==> src/rtl/pipe_stall_ctrl_pkg.sv <==
// -----------------------------------------------------------------------------
// pipe_stall_ctrl_pkg
//   Shared pipeline constants for the stall/hazard controller.
//   - Default multiply/divide unit latencies (busy cycles).
//   - Encoding of the Tuse/Tnew timing fields (0, 1, 2 cycles).
//   - Width of the MDU busy counter.
//   - Saturating increment helper for 32-bit event counters.
// -----------------------------------------------------------------------------
package pipe_stall_ctrl_pkg;

    // Default MDU latencies; both must fit in the busy counter (1..15).
    localparam int unsigned MULT_LAT_DEF = 5;
    localparam int unsigned DIV_LAT_DEF  = 10;

    // Busy counter width.
    localparam int unsigned MD_CNT_W = 4;

    // Tuse / Tnew encoding: number of cycles until an operand is consumed
    // (Tuse) or a result becomes forwardable (Tnew).
    typedef enum logic [1:0] {
        T_NOW = 2'd0,
        T_ONE = 2'd1,
        T_TWO = 2'd2
    } stage_time_e;

    // Register index 0 is hard-wired to zero and never creates a dependency.
    localparam logic [4:0] REG_ZERO = 5'd0;

    // Increment that sticks at all-ones instead of wrapping.
    function automatic logic [31:0] sat_inc32(input logic [31:0] val);
        logic [31:0] res;
        res = val;
        if (val != '1) begin
            res = val + 32'd1;
        end
        return res;
    endfunction

endpackage

==> src/rtl/pipe_stall_ctrl_md_busy_cnt.sv <==
// -----------------------------------------------------------------------------
// md_busy_cnt
//   Multiply/divide unit occupancy counter.
//   A start accepted while idle loads the op latency; the counter then counts
//   down to zero. Starts arriving while the counter is non-zero are ignored.
//
// Ports
//   clk      in   clock, all state updates on posedge
//   reset    in   synchronous active-high reset (abandons a running op)
//   start    in   MDU op issues this cycle
//   is_div   in   issued op is a divide (0 = multiply)
//   busy     out  MDU occupied: counter non-zero or a start this cycle
//   done     out  registered one-cycle pulse after the counter reaches zero
// -----------------------------------------------------------------------------
module md_busy_cnt
    import pipe_stall_ctrl_pkg::*;
#(
    parameter int unsigned MULT_LAT = MULT_LAT_DEF,
    parameter int unsigned DIV_LAT  = DIV_LAT_DEF
) (
    input  logic clk,
    input  logic reset,
    input  logic start,
    input  logic is_div,
    output logic busy,
    output logic done
);

    localparam logic [MD_CNT_W-1:0] MULT_LOAD = MD_CNT_W'(MULT_LAT);
    localparam logic [MD_CNT_W-1:0] DIV_LOAD  = MD_CNT_W'(DIV_LAT);
    localparam logic [MD_CNT_W-1:0] CNT_ONE   = MD_CNT_W'(1);

    // Declaration initialisers mirror the reset values for simulation.
    logic [MD_CNT_W-1:0] cnt    = '0;
    logic                done_q = 1'b0;

    logic                idle;
    logic [MD_CNT_W-1:0] cnt_nxt;

    assign idle = (cnt == '0);

    always_comb begin
        cnt_nxt = cnt;
        if (idle) begin
            if (start) begin
                cnt_nxt = is_div ? DIV_LOAD : MULT_LOAD;
            end
        end else begin
            cnt_nxt = cnt - CNT_ONE;
        end
    end

    // A non-zero count always decrements (starts are ignored while busy), so
    // cnt==1 marks exactly the edge on which the op completes.
    always_ff @(posedge clk) begin
        if (reset) begin
            cnt    <= '0;
            done_q <= 1'b0;
        end else begin
            cnt    <= cnt_nxt;
            done_q <= (cnt == CNT_ONE);
        end
    end

    assign busy = !idle || start;
    assign done = done_q;

endmodule

==> src/rtl/pipe_stall_ctrl.sv <==
// -----------------------------------------------------------------------------
// pipe_stall_ctrl
//   Stall controller for a 5-stage pipeline with a multi-cycle MDU.
//   A D-stage instruction stalls when a source register is produced by an
//   older instruction in E or M whose result is not ready in time (Tnew > Tuse),
//   or when it is an MDU instruction and the MDU is busy. Stall freezes PC and
//   F/D and inserts a bubble into D/E. Stalled cycles are counted.
//
// Ports
//   clk                   in   sole clock
//   reset                 in   synchronous active-high reset
//   D_rs_addr, D_rt_addr  in   D-stage source register indices
//   D_rs_tuse, D_rt_tuse  in   cycles until each D-stage operand is consumed
//   D_is_md               in   D-stage op is mult/div/mfhi/mflo/mthi/mtlo
//   E_wa, M_wa            in   destination register index in E / M
//   E_tnew, M_tnew        in   cycles until E / M result is available
//   E_md_start            in   E-stage mult/div issues this cycle
//   E_md_div              in   issued op is div/divu (0 = mult/multu)
//   stall                 out  freeze PC and F/D register
//   PC_WE, FD_WE          out  write enables, inverse of stall
//   DE_clr                out  bubble into D/E, equal to stall
//   md_busy               out  MDU occupied
//   md_done               out  one-cycle pulse when the MDU finishes
//   stall_cnt             out  saturating count of stalled cycles
// -----------------------------------------------------------------------------
module pipe_stall_ctrl
    import pipe_stall_ctrl_pkg::*;
#(
    parameter int unsigned MULT_LAT = MULT_LAT_DEF,
    parameter int unsigned DIV_LAT  = DIV_LAT_DEF
) (
    input  logic        clk,
    input  logic        reset,
    input  logic [4:0]  D_rs_addr,
    input  logic [4:0]  D_rt_addr,
    input  logic [1:0]  D_rs_tuse,
    input  logic [1:0]  D_rt_tuse,
    input  logic        D_is_md,
    input  logic [4:0]  E_wa,
    input  logic [4:0]  M_wa,
    input  logic [1:0]  E_tnew,
    input  logic [1:0]  M_tnew,
    input  logic        E_md_start,
    input  logic        E_md_div,
    output logic        stall,
    output logic        PC_WE,
    output logic        FD_WE,
    output logic        DE_clr,
    output logic        md_busy,
    output logic        md_done,
    output logic [31:0] stall_cnt
);

    logic        rs_haz;
    logic        rt_haz;
    logic        md_haz;
    logic [31:0] stall_cnt_q = '0;

    md_busy_cnt #(
        .MULT_LAT (MULT_LAT),
        .DIV_LAT  (DIV_LAT)
    ) u_md_busy_cnt (
        .clk    (clk),
        .reset  (reset),
        .start  (E_md_start),
        .is_div (E_md_div),
        .busy   (md_busy),
        .done   (md_done)
    );

    // Checking the source index against zero also excludes E_wa/M_wa == 0,
    // since an equality match would then require the source to be zero too.
    always_comb begin
        rs_haz = 1'b0;
        rt_haz = 1'b0;
        if (D_rs_addr != REG_ZERO) begin
            rs_haz = ((D_rs_addr == E_wa) && (E_tnew > D_rs_tuse)) ||
                     ((D_rs_addr == M_wa) && (M_tnew > D_rs_tuse));
        end
        if (D_rt_addr != REG_ZERO) begin
            rt_haz = ((D_rt_addr == E_wa) && (E_tnew > D_rt_tuse)) ||
                     ((D_rt_addr == M_wa) && (M_tnew > D_rt_tuse));
        end
    end

    assign md_haz = D_is_md && md_busy;

    assign stall  = rs_haz || rt_haz || md_haz;
    assign PC_WE  = !stall;
    assign FD_WE  = !stall;
    assign DE_clr = stall;

    always_ff @(posedge clk) begin
        if (reset) begin
            stall_cnt_q <= '0;
        end else if (stall) begin
            stall_cnt_q <= sat_inc32(stall_cnt_q);
        end
    end

    assign stall_cnt = stall_cnt_q;

endmodule

==> config.mk <==
export PLATFORM = sky130hd
export DESIGN_NAME = pipe_stall_ctrl
export DESIGN_NICKNAME = d
export VERILOG_FILES = /design/src/rtl/pipe_stall_ctrl_pkg.sv /design/src/rtl/pipe_stall_ctrl_md_busy_cnt.sv /design/src/rtl/pipe_stall_ctrl.sv
export SDC_FILE = /design/constraint.sdc
export NUM_CORES = 1
export LEC_CHECK = 0
export BUFFER_PORTS_ARGS = -buffer_cell sky130_fd_sc_hd__buf_2
export CAP_MARGIN = 30
export CORE_UTILIZATION = 25
export DETAILED_ROUTE_END_ITERATION = 8
export GPL_TIMING_DRIVEN = 0
export MAX_ROUTING_LAYER = met4
export SYNTH_ARGS = -nofsm -noshare
export SYNTH_HDL_FRONTEND = slang
export SYNTH_SLANG_ARGS = --single-unit
==> constraint.sdc <==
create_clock -name clk -period 4.4 [get_ports clk]
set_input_delay 0.22 -clock clk [delete_from_list [all_inputs] [get_ports clk]]
set_output_delay 0.22 -clock clk [all_outputs]
set_load 0.005 [all_outputs]
==> run summary <==
Req. time, crit path = 4180 ps
worst setup skew after layout = 3.26 ps
total number of vias = 2542
worst slew pin tran = 598 ps
RSZ-0062 raised after global routing = false
port buffer count = 69
largest net degree at the start of global routing = 12
crit end category = output port
Arr. time, crit path = 2620 ps
CP Max Fanout = 11
core area = 9370 sq um
most frequent cells in the layout = buf_2 (72), dfxtp_1 (37), a21oi_1 (29)
post-synthesis sequential area ratio = 0.301
Final Cell Area = 3070 sq um
drt wl/cell = 14.4 um
Min-Delay Startpoint = E_md_div
number of synthesized register bits = 37
DP Area = 2970 sq um
P per Cell Area = 297 nW/um^2
worst hold path class = in -> reg
Syn Std Cell Area = 2460 sq um
Worst slew margin = 0.599
Worst R2R Start = stall_cnt[4]
final antenna-violating net count = 0
worst stage delay on the critical path = 330 ps
clk slew on worst S/H paths = 80 ps
post-DR vias/cell = 4.97
post-cts repair resize count = 0
critical path's top delay family = buffers and inverters
CTS tree = built
vias in the first global route = 2363
Syn. warnings = 0
die area = 10300 sq um
Max Slew Vio Count = 0
Syn Inst Count = 305
Final setup viols = 0
FMAX = 352 MHz
Max IR drop VDD = 174 uV
Num CTS Buffers = 5
global-route wire length before repair = 11800 um
CTS Hold Buffers Added = 0
Overflow after GRT = 0
CTS Buffer Depth = 2
Critical Path Slowest Stage Cell = dfxtp_1
Tot GR Track Use = 0.152
post-CTS setup buffer count = 0
antenna diode count = 0
Clock Tree Root = clkbuf_8
Synth-to-Final Area Change = 24.7%
Crit path buffers/inverters = 7
most common cell after layout, fill and taps aside = buf_2
Syn Nets = 350
CP Cell Sequence = inv_1 -> ha_1 -> nand2_1 -> or2_2 -> nand2_1 -> and3_4 -> buf_6 -> buf_2 -> buf_2 -> inv_1 -> buf_4 -> buf_2
Syn Area/Cell = 8.08 sq um
crit path kind = reg -> out
Nets = 426
Die W = 101 um
Leak = 1.23 nW
# Max-Cap Violations = 0
gp weighted congestion = 0.842
post-synthesis cell type count = 42
fill count = 1021
Final period util = 0.647
first-iteration detailed-routing DRC count = 162
minimum clock period = 2840 ps
endpoints failing hold = 0
clk sink count = 37
Detailed Place HPWL = 5520 um
Residual DRC = 0
crit path from = u_md_busy_cnt.cnt[1]
layout cell share with drive strength beyond 1 = 0.267
Clk Latency, worst-skew pair = 290 ps
initial antenna violation count = 0
Core Rows = 35
drt first pass iters = 5
Startpoint Class = register
starting density of the core = 0.263
I/O Pins = 71
most frequent CP cell = buf_2
status = finished clean
DRT Wirelength = 7360 um
Die Ht = 101 um
H-tree depth = 2
TNS Setup = 0 ps
## registers in the layout, indices dropped and copies added (netlist names)
signal and cells:
u_md_busy_cnt.done 1, stall_cnt 32, u_md_busy_cnt.cnt 4
## kinds of logic (layout without fill, tap and decap cells)
| logic type | Yosys count | in the layout | share of synthesized area |
|---|---|---|---|
| xor gates and xnor gates | 21 | 21 | 0.0747 |
| DFF | 37 | 37 | 0.301 |
| buffers and inverters | 33 | 110 | 0.0655 |
| muxes | 10 | 10 | 0.0457 |
| and+or+nand+nor | 127 | 127 | 0.296 |
| AOI/OAI and AO/OA | 65 | 65 | 0.156 |
| adders and majority gates | 12 | 12 | 0.0609 |
## layer usage
layer,global-route usage,part of all wire,vias up
li1,-,-,1267
met1,0.203,0.47,1198
met2,0.231,0.46,70
met3,0.0255,0.059,7
met4,0.0491,0.011,0
met5,-,0,-
## stage by stage
step                      std cells   util  setup WS, ps  hold slack [ps]  total power [W]
after global routing            511  0.328          1350              364         0.000969
after CTS                       511  0.328          1530              324         0.000924
after global placement          503  0.317          1800              461         0.000645
after floorplan                 305      -          2130              439         0.000560
after detailed placement        503  0.317          1790              473         0.000651
final                           511  0.328          1560              333         0.000912
## where the power goes
group          internal (W)  switching [W]
combinational      0.000115       0.000148
clock              0.000142       0.000128
sequential         0.000357      0.0000227
## worst register-to-register path, stage by stage, from the launching register on
cell and delay [ps]:
dfxtp_1 430, nand4_1 200, nor3_2 440, and3_1 320
and3b_1 260, buf_4 190, buf_4 190, buf_4 200
o21ai_0 90, a21oi_1 140
## worst paths after layout
check	end	slack [ps]	cells past startpoint
worst min-delay path	u_md_busy_cnt.cnt[0]	330	4
worst max register to register	stall_cnt[1]	1870	9
worst max-delay path	stall	1560	12
worst min register to register	u_md_busy_cnt.done	490	1
## layout make-up
| cell class | instances | area (sq um) | share of cell area |
|---|---|---|---|
| Clock inverter | 1 | 5.00 | 0.00163 |
| Tap cell | 129 | 161 | 0.0525 |
| Timing Repair Buffer | 69 | 345 | 0.112 |
| Inverter | 12 | 45.0 | 0.0147 |
| Multi-Input combinational cell | 235 | 1560 | 0.508 |
| Clock buffer | 7 | 96.3 | 0.0314 |
| Buffer | 21 | 116 | 0.0379 |
| Sequential cell | 37 | 741 | 0.241 |
## cell usage after synthesis (all sizes together)
cell     instances  share of area
a21oi           29          0.059
o211ai           1         0.0030
nand2b           2         0.0051
or4             11          0.034
a2111oi          1         0.0061
and2             3         0.0076
nor4b            2         0.0071
and3b            1         0.0036
a31oi            1         0.0025
buf             11          0.032
or4b             1         0.0041
o22ai            2         0.0051
nor2b           10          0.025
and3             9          0.025
mux2            10          0.046
o2111ai          3          0.011
dfxtp           37           0.30
nor4             3         0.0076
nand4           14          0.036
ha              12          0.061
nand3           11          0.022
or3b             1         0.0036
a211oi           3         0.0091
or2              1         0.0025
or3             15          0.038
xor2             7          0.025
xnor2           14          0.050
nand2           13          0.020
o31ai           10          0.030
nor2            19          0.029
nor3             9          0.020
inv             12          0.018
o21ai           15          0.030
clkbuf          10          0.015
nor3b            2         0.0061
Note: power is estimated with default switching activity, not from simulation.
